$ cat config.mk
export PLATFORM = sky130hd
export DESIGN_NAME = axis_seq_divider
export DESIGN_NICKNAME = d
export VERILOG_FILES = /design/src/rtl/div_pkg.sv /design/src/rtl/axis_seq_divider.sv
export SDC_FILE = /design/constraint.sdc
export NUM_CORES = 1
export LEC_CHECK = 0
export BUFFER_PORTS_ARGS = -buffer_cell sky130_fd_sc_hd__clkbuf_2
export CORE_UTILIZATION = 30
export CTS_BUF_LIST = sky130_fd_sc_hd__clkbuf_16
export CTS_CLUSTER_SIZE = 12
export DETAILED_ROUTE_END_ITERATION = 10
export GPL_TIMING_DRIVEN = 1
export MAX_ROUTING_LAYER = met4
export PLACE_DENSITY = 0.44
export SLEW_MARGIN = 20
export SYNTH_ARGS = -nofsm -noshare
export SYNTH_HDL_FRONTEND = slang
export SYNTH_SLANG_ARGS = --single-unit
$ cat constraint.sdc
create_clock -name clk -period 4.7 [get_ports clk]
set_input_delay 0.47 -clock clk [delete_from_list [all_inputs] [get_ports clk]]
set_output_delay 0.47 -clock clk [all_outputs]
set_load 0.05 [all_outputs]
$ cat src/rtl/div_pkg.sv
// Shared types and constants for the sequential radix-2 restoring divider.
// The default operand width and the divide-by-zero quotient fill live here.
package div_pkg;

    typedef enum logic [1:0] {
        IDLE = 2'd0,
        CALC = 2'd1,
        DONE = 2'd2
    } div_state_e;

    localparam int DIV_WIDTH = 32;

    // Divide by zero yields an all-ones quotient at any width.
    localparam logic DIV_DBZ_FILL = 1'b1;

endpackage

$ cat src/rtl/axis_seq_divider.sv
// Multi-cycle restoring divider, signed or unsigned, with joint AXI-Stream operand
// acceptance and a one-cycle {quotient, remainder} result pulse WIDTH+1 cycles later.
module axis_seq_divider
    import div_pkg::*;
#(
    parameter int WIDTH  = DIV_WIDTH,
    parameter bit SIGNED = 1'b1
) (
    input  logic               clk,
    input  logic               reset,
    input  logic               flush,
    input  logic [WIDTH-1:0]   s_axis_dividend_tdata,
    input  logic               s_axis_dividend_tvalid,
    output logic               s_axis_dividend_tready,
    input  logic [WIDTH-1:0]   s_axis_divisor_tdata,
    input  logic               s_axis_divisor_tvalid,
    output logic               s_axis_divisor_tready,
    output logic [2*WIDTH-1:0] m_axis_dout_tdata,
    output logic               m_axis_dout_tvalid
);

    localparam int CW = (WIDTH > 1) ? $clog2(WIDTH) : 1;
    localparam logic [CW-1:0] CNT_LOAD = CW'(WIDTH - 1);
    localparam logic [CW-1:0] CNT_ONE  = CW'(1);
    localparam logic [CW-1:0] CNT_ZERO = {CW{1'b0}};

    div_state_e         state_r;
    div_state_e         state_next_s;
    logic [WIDTH-1:0]   quo_r;
    logic [WIDTH-1:0]   rem_r;
    logic [WIDTH-1:0]   dvsr_mag_r;
    logic [WIDTH-1:0]   dividend_r;
    logic               q_neg_r;
    logic               r_neg_r;
    logic               dbz_r;
    logic [CW-1:0]      cnt_r;
    logic [2*WIDTH-1:0] dout_r;
    logic               dout_vld_r;

    logic               tready_s;
    logic               accept_s;
    logic               last_s;
    logic               dd_neg_s;
    logic               dv_neg_s;
    logic [WIDTH-1:0]   dd_mag_s;
    logic [WIDTH-1:0]   dv_mag_s;
    logic [WIDTH:0]     trial_s;
    logic [WIDTH-1:0]   rem_next_s;
    logic [WIDTH-1:0]   quo_next_s;
    logic [WIDTH-1:0]   quo_fix_s;
    logic [WIDTH-1:0]   rem_fix_s;

    assign tready_s               = (state_r == IDLE) & ~flush & ~reset;
    assign s_axis_dividend_tready = tready_s;
    assign s_axis_divisor_tready  = tready_s;
    assign accept_s               = tready_s & s_axis_dividend_tvalid & s_axis_divisor_tvalid;
    assign last_s                 = (state_r == CALC) && (cnt_r == CNT_ZERO);
    assign m_axis_dout_tdata      = dout_r;
    assign m_axis_dout_tvalid     = dout_vld_r;

    // Operand signs and magnitudes; unsigned mode never negates.
    always_comb begin
        dd_neg_s = SIGNED & s_axis_dividend_tdata[WIDTH-1];
        dv_neg_s = SIGNED & s_axis_divisor_tdata[WIDTH-1];
        if (dd_neg_s) begin
            dd_mag_s = -s_axis_dividend_tdata;
        end else begin
            dd_mag_s = s_axis_dividend_tdata;
        end
        if (dv_neg_s) begin
            dv_mag_s = -s_axis_divisor_tdata;
        end else begin
            dv_mag_s = s_axis_divisor_tdata;
        end
    end

    // One restoring step; the shifted-out quotient MSB is the trial's LSB.
    always_comb begin
        trial_s = {rem_r, quo_r[WIDTH-1]} - {1'b0, dvsr_mag_r};
        if (!trial_s[WIDTH]) begin
            rem_next_s = trial_s[WIDTH-1:0];
            quo_next_s = {quo_r[WIDTH-2:0], 1'b1};
        end else begin
            rem_next_s = {rem_r[WIDTH-2:0], quo_r[WIDTH-1]};
            quo_next_s = {quo_r[WIDTH-2:0], 1'b0};
        end
    end

    // Sign restoration of the final step, with divide by zero overriding it.
    always_comb begin
        if (dbz_r) begin
            quo_fix_s = {WIDTH{DIV_DBZ_FILL}};
            rem_fix_s = dividend_r;
        end else begin
            quo_fix_s = q_neg_r ? -quo_next_s : quo_next_s;
            rem_fix_s = r_neg_r ? -rem_next_s : rem_next_s;
        end
    end

    // Next-state logic; flush returns to IDLE from anywhere.
    always_comb begin
        state_next_s = state_r;
        if (flush) begin
            state_next_s = IDLE;
        end else begin
            case (state_r)
                IDLE:    state_next_s = accept_s ? CALC : IDLE;
                CALC:    state_next_s = (cnt_r == CNT_ZERO) ? DONE : CALC;
                DONE:    state_next_s = IDLE;
                default: state_next_s = IDLE;
            endcase
        end
    end

    // State register.
    always_ff @(posedge clk) begin
        if (reset) begin
            state_r <= IDLE;
        end else begin
            state_r <= state_next_s;
        end
    end

    // Operand capture and iterative datapath.
    always_ff @(posedge clk) begin
        if (reset) begin
            quo_r      <= {WIDTH{1'b0}};
            rem_r      <= {WIDTH{1'b0}};
            dvsr_mag_r <= {WIDTH{1'b0}};
            dividend_r <= {WIDTH{1'b0}};
            q_neg_r    <= 1'b0;
            r_neg_r    <= 1'b0;
            dbz_r      <= 1'b0;
            cnt_r      <= CNT_ZERO;
        end else if (accept_s) begin
            quo_r      <= dd_mag_s;
            rem_r      <= {WIDTH{1'b0}};
            dvsr_mag_r <= dv_mag_s;
            dividend_r <= s_axis_dividend_tdata;
            q_neg_r    <= dd_neg_s ^ dv_neg_s;
            r_neg_r    <= dd_neg_s;
            dbz_r      <= (s_axis_divisor_tdata == {WIDTH{1'b0}});
            cnt_r      <= CNT_LOAD;
        end else if (state_r == CALC) begin
            quo_r <= quo_next_s;
            rem_r <= rem_next_s;
            cnt_r <= cnt_r - CNT_ONE;
        end
    end

    // Result register: loaded on the edge into DONE, held until the next result.
    always_ff @(posedge clk) begin
        if (reset) begin
            dout_r     <= {(2*WIDTH){1'b0}};
            dout_vld_r <= 1'b0;
        end else begin
            dout_vld_r <= last_s & ~flush;
            if (last_s && !flush) begin
                dout_r <= {quo_fix_s, rem_fix_s};
            end
        end
    end

endmodule

# After elaboration in Yosys (flattened, before gate mapping)
# Index checks and enable logic that the tools add are counted.
dict set report op_classes {
  n_addsub 6
  bitwise 8
  n_mux 15
  reduce_logical 9
  eq_ne 1
}
# op count
set ops {}
lappend ops {{2-to-1 mux 32 bit} 9}
lappend ops {{negator 32 bit} 4}
lappend ops {{subtractor 33 x 32 -> 33 bit} 1}
lappend ops {{zero test 32 bit} 1}
lappend ops {{2-to-1 mux 5 bit} 2}
lappend ops {{AND 1 bit} 5}
lappend ops {{zero test 5 bit} 1}
lappend ops {{subtractor 5 x 1 -> 5 bit, second input constant} 1}
lappend ops {{one-hot mux 2 bit (2 select lines)} 1}
lappend ops {{OR reduction 2 bit} 2}
lappend ops {{equality test 2 x 1 -> 1 bit, second input constant} 1}
lappend ops {{logical AND 1 bit} 2}
lappend ops {{zero test 2 bit} 1}
lappend ops {{2-to-1 mux 1 bit} 2}
lappend ops {{2-to-1 mux 2 bit} 1}
lappend ops {{NOT 1 bit} 2}
lappend ops {{nonzero test 2 bit} 1}
lappend ops {{zero test 1 bit} 1}
lappend ops {{XOR 1 bit} 1}
dict set report totals {
  register_bits 203
  in_bits 69
  elab_cells 50
  output_inout_bits 67
}

# Longest topological paths before layout
dict set report depth {
  depth_word 7
  mapped_depth 25
  mapped_depth_nobuf 22
}

# Worst setup path before layout
# OpenSTA, ideal clock, no wires.
dict set report synth_timing {
  path_kind {reg-to-reg}
  startpoint {reg quo_r[31]}
  endpoint {reg dout_r[30] (netlist: m_axis_dout_tdata[30])}
  t_arrival_ns 4.835
  n_path_buf 3
  stages_incl_launch_ff 26
  required_time_ns 4.614
  path_slack_ns -0.221
  setup_ns 0.086
  synth_period_minus_slack_ns 4.921
  path_cell_list {dfxtp_1 > inv_1 > ha_1 > inv_1 > fa_1 > a211oi_2 > o21ai_2 > o211ai_2 > a211oi_2 > nor3_2 > nor2_4 > clkinv_2 > buf_4 > clkbuf_1 > clkbuf_1 > nor2_1 > a21oi_1 > ha_1 > nand3b_1 > nor2_1 > o21ai_0 > o31a_1 > or4b_4 > o41ai_2 > xnor2_1 > a211oi_1}
}
dict set report synth_via {
  elab_chain_cells 5
}
# item line_no
set synth_lines {}
lappend synth_lines {{start: declaration} axis_seq_divider.sv:29} ;# logic [WIDTH-1:0] quo_r;
lappend synth_lines {{start signal: assignment} axis_seq_divider.sv:127} ;# quo_r <= {WIDTH{1'b0}};
lappend synth_lines {{start signal: assignment} axis_seq_divider.sv:136} ;# quo_r <= dd_mag_s;
lappend synth_lines {{start signal: assignment} axis_seq_divider.sv:145} ;# quo_r <= quo_next_s;
lappend synth_lines {{subtractor 33 x 32 -> 33 bit} axis_seq_divider.sv:79} ;# trial_s = {rem_r, quo_r[WIDTH-1]} - {1'b0, dvsr_mag_r};
lappend synth_lines {{2-to-1 mux 32 bit *} axis_seq_divider.sv:80} ;# if (!trial_s[WIDTH]) begin
lappend synth_lines {{negator 32 bit} axis_seq_divider.sv:96} ;# rem_fix_s = r_neg_r ? -rem_next_s : rem_next_s;
lappend synth_lines {{2-to-1 mux 32 bit *} axis_seq_divider.sv:96}
lappend synth_lines {{2-to-1 mux 32 bit *} axis_seq_divider.sv:91} ;# if (dbz_r) begin
lappend synth_lines {{end signal: assignment} axis_seq_divider.sv:154} ;# dout_r <= {(2*WIDTH){1'b0}};
lappend synth_lines {{end signal: assignment} axis_seq_divider.sv:159} ;# dout_r <= {quo_fix_s, rem_fix_s};
lappend synth_lines {{end: declaration} axis_seq_divider.sv:37} ;# logic [2*WIDTH-1:0] dout_r;
# Mark *: on every way between the ends. The rest lies on a longest branch, timed or not.
# A chain may end at the register's enable or synchronous reset.

# Final worst setup path
# Ends and elaborated chain as after synthesis.

==> results.py <==
metrics = {
    "status": {
        "status": "finished, final reports clean",
    },
    "logic_synthesis": {
        "synth_area_leaders": "dfxtp_1, nand2_1, a21oi_1",
        "synth_cells": 1653,
        "synth_most_common_cell": "nand2_1",
        "ys_top_cells_by_count": "nand2_1, dfxtp_1, nor2_1",
        "synth_top_area_cell": "dfxtp_1",
        "synth_seq_cells": 202,
        "yosys_warnings": 0,
        "syn_area_per_cell_um2": 7.662,
        "synth_flop_cell": "dfxtp_1",
        "synthArstFlopShare_pct": 0,
        "synth-edff-count": 0,
        "synth_nets": 1760,
        "yosysTopAreaCellShare_pct": 31.93,
        "ys_seq_area_share_pct": 31.93,
        "netlist_area_um2": 12660,
        "synthDistinctLibCells": 82,
    },
    "grt": {
        "grt_max_degree": 75,
        "grt_usage_pct": 20.81,
        "grt_remaining_overflow": 0,
        "grt_pass1_vias": 11637,
        "grt_pass1_wl_um": 68890,
        "grt_antenna_before_repair": 0,
    },
    "cells_and_area": {
        "nNetsFinal": 1862,
        "fillers": 4395,
        "antenna_cells": 0,
        "finish.instance_area_um2": 14830,
        "drive_gt1_share_pct": 15.84,
        "finalNonFillerCells": 2306,
        "syn2layout_area_growth_pct": 17.06,
    },
    "routing": {
        "routed_via_density": 5.316,
        "vias": 12259,
        "drt_iter0_markers": 858,
        "drc": 0,
        "ant_nets": 0,
        "wire_per_inst_um": 19.35,
        "wl_um": 44630,
        "first_pass_iters": 5,
    },
    "worst_setup_path": {
        "crit_fanout": 5,
        "crit_path_max_incr_delay_ps": 600,
        "path_class": "flop to flop",
        "cp_slowest_cell": "or4b_4",
        "crit_path_start_kind": "flop",
        "end_kind": "flop",
        "worstPathArrival_ps": 4960,
        "worstPathRequired_ps": 5150,
        "worst-path-buf-inv": 2,
        "worst_path_dominant_cell_family": "compound AO/OA/AOI/OAI gates",
        "crit_chain": "inv_2, ha_4, inv_1, fa_2, a211oi_2, o21ai_2, o211ai_2, a211oi_2, o21a_4, nor2_4, mux2i_2, ha_2, nand3b_1, nor2_1, o21ai_1, o31a_1, or4b_4, o41ai_4, xnor2_1, a211oi_1",
        "crit_path_frequent_cell": "a211oi_2",
    },
    "sta": {
        "min_period_over_period_pct": 95.83,
        "min_period_ps": 4504,
        "finalSetupViolCount": 0,
        "worstMarginPinSlew_ps": 888.5,
        "max_slew_margin_pct": 40.76,
        "fmax_mhz": 222.0,
        "hold_viol": 0,
        "skew_ps": 14.34,
        "drv_slew": 0,
    },
    "die": {
        "fp.dieArea_um2": 43040,
        "fp.dieW_um": 207.5,
        "die_h_um": 207.5,
        "coreArea_um2": 41200,
        "rows": 74,
        "initial_core_util_pct": 30.74,
        "num_io_pins": 136,
    },
    "power_and_ir_drop": {
        "power.density_nw_per_um2": 350.1,
        "irDropWorstVdd_v": 0.0002453,
        "p_leak_nw": 5.758,
    },
    "place": {
        "postPlaceCellArea_um2": 13830,
        "portBuffers": 135,
        "hpwl_um": 33360,
        "gp_congestion": 0.8840,
        "dp.cells": 2249,
    },
    "clock_network": {
        "htreeDepth": 1,
        "clk_pin_slew_ps": 60,
        "clock-sinks": 202,
        "cts_buffer_depth": 3,
        "cts_buffers": 26,
        "cts_tree": "built",
        "clk_latency_ps": 550,
        "cts_root_buf": "clkbuf_16",
    },
    "worst_hold_path": {
        "hold_class": "primary input to flop",
    },
    "flow_run": {
        "max_cap_viol_count": 0,
    },
}
[cell usage in the layout, fill, tap and decap left out, types with 6 or more instances in the layout]
cell	instances
nand2_1	210
dfxtp_1	199
nor2_1	170
a21oi_1	144
clkbuf_2	134
o21ai_0	107
xor2_1	69
a211oi_1	64
inv_1	59
nor3_1	57
xnor2_1	56
buf_4	45
o31ai_1	38
ha_1	35
mux2i_1	30
clkbuf_16	27
or3_1	22
o211ai_1	18
nand3_1	16
a21o_1	14
nand2b_1	13
a31oi_1	13
nor4_1	12
o41ai_1	12
and3_1	12
o22ai_1	11
or4_1	10
o211a_1	10
nand3b_1	9
nand4_1	8
a311oi_1	8
a221oi_1	6
o21a_1	6
a22oi_1	6
clkinv_2	6
[path summary, 6_finish.rpt]
path,slack [ps],startpoint,end,cells past startpoint
min,170,flush,state_r[0]$_SDFF_PP0_,2
max reg2reg,200,quo_r[31]$_SDFFE_PP0P_,m_axis_dout_tdata[30]$_SDFFE_PP0P_,20
min reg2reg,450,dividend_r[26]$_SDFFE_PP0P_,dividend_r[26]$_SDFFE_PP0P_,2
max,200,quo_r[31]$_SDFFE_PP0P_,m_axis_dout_tdata[30]$_SDFFE_PP0P_,20
[metrics by stage]
step	utilization [%]	total power, mW	setup TNS (ps)	hold WS, ps	worst slack, ps
2_1_floorplan	-	2.767	0	425.4	10.55
3_3_place_gp	33.57	3.191	0	442.7	224.0
3_5_place_dp	33.57	3.190	0	443.6	86.18
4_1_cts	35.62	5.214	0	142.4	51.44
5_1_grt	35.98	5.455	-35.32	158.3	-35.32
6_report	35.98	5.191	0	166.0	195.9
[layer usage]
metal	vias up	share of wire, %	track usage, %
met4	0	1.9	4.452
met1	5763	48	28.17
met2	261	45	32.72
li1	6172	-	-
met5	-	0	-
met3	63	4.6	3.011
[cells by family (layout without fill, tap and decap cells)]
group           Yosys count  after routing  share of synthesized area, %
compound gates          518            518                         26.86
xor+xnor                125            125                         8.645
fa+ha+maj                38             38                         3.813
buf+inv                 164            285                         5.483
flops                   202            202                         31.93
mux                      36             36                         2.895
simple gates            570            570                         20.37
[cell type report]
class | count | area (um2) | share of cell area, %
well taps | 532 | 665.6 | 4.490
flip-flops and latches | 202 | 4048 | 27.30
inverters | 58 | 220.2 | 1.485
clock inverters | 20 | 168.9 | 1.139
multi-input cells | 1287 | 8028 | 54.15
clock buffers | 27 | 675.6 | 4.557
repair buffers | 180 | 1020 | 6.878
[flip-flops by register name (all words and copies together), names as in the netlist]
name	flops
m_axis_dout_tvalid	1
rem_r	32
quo_r	32
dbz_r	1
m_axis_dout_tdata	64
cnt_r	5
q_neg_r	1
state_r	2
dvsr_mag_r	32
dividend_r	32
[where the power goes]
part	total (mW)	internal (mW)	switching (mW)	leakage, nW
registers	1.78	1.75	0.0355	1.63
clock network	1.99	1.15	0.841	0.415
logic	1.41	0.517	0.897	3.71
[timing repair]
item,4_1_cts,5_1_grt
gates resized for setup,0,19
hold buffers,0,0
buffers inserted,0,10
setup endpoints to repair,0,10
Power figures use the tool's default switching activity.
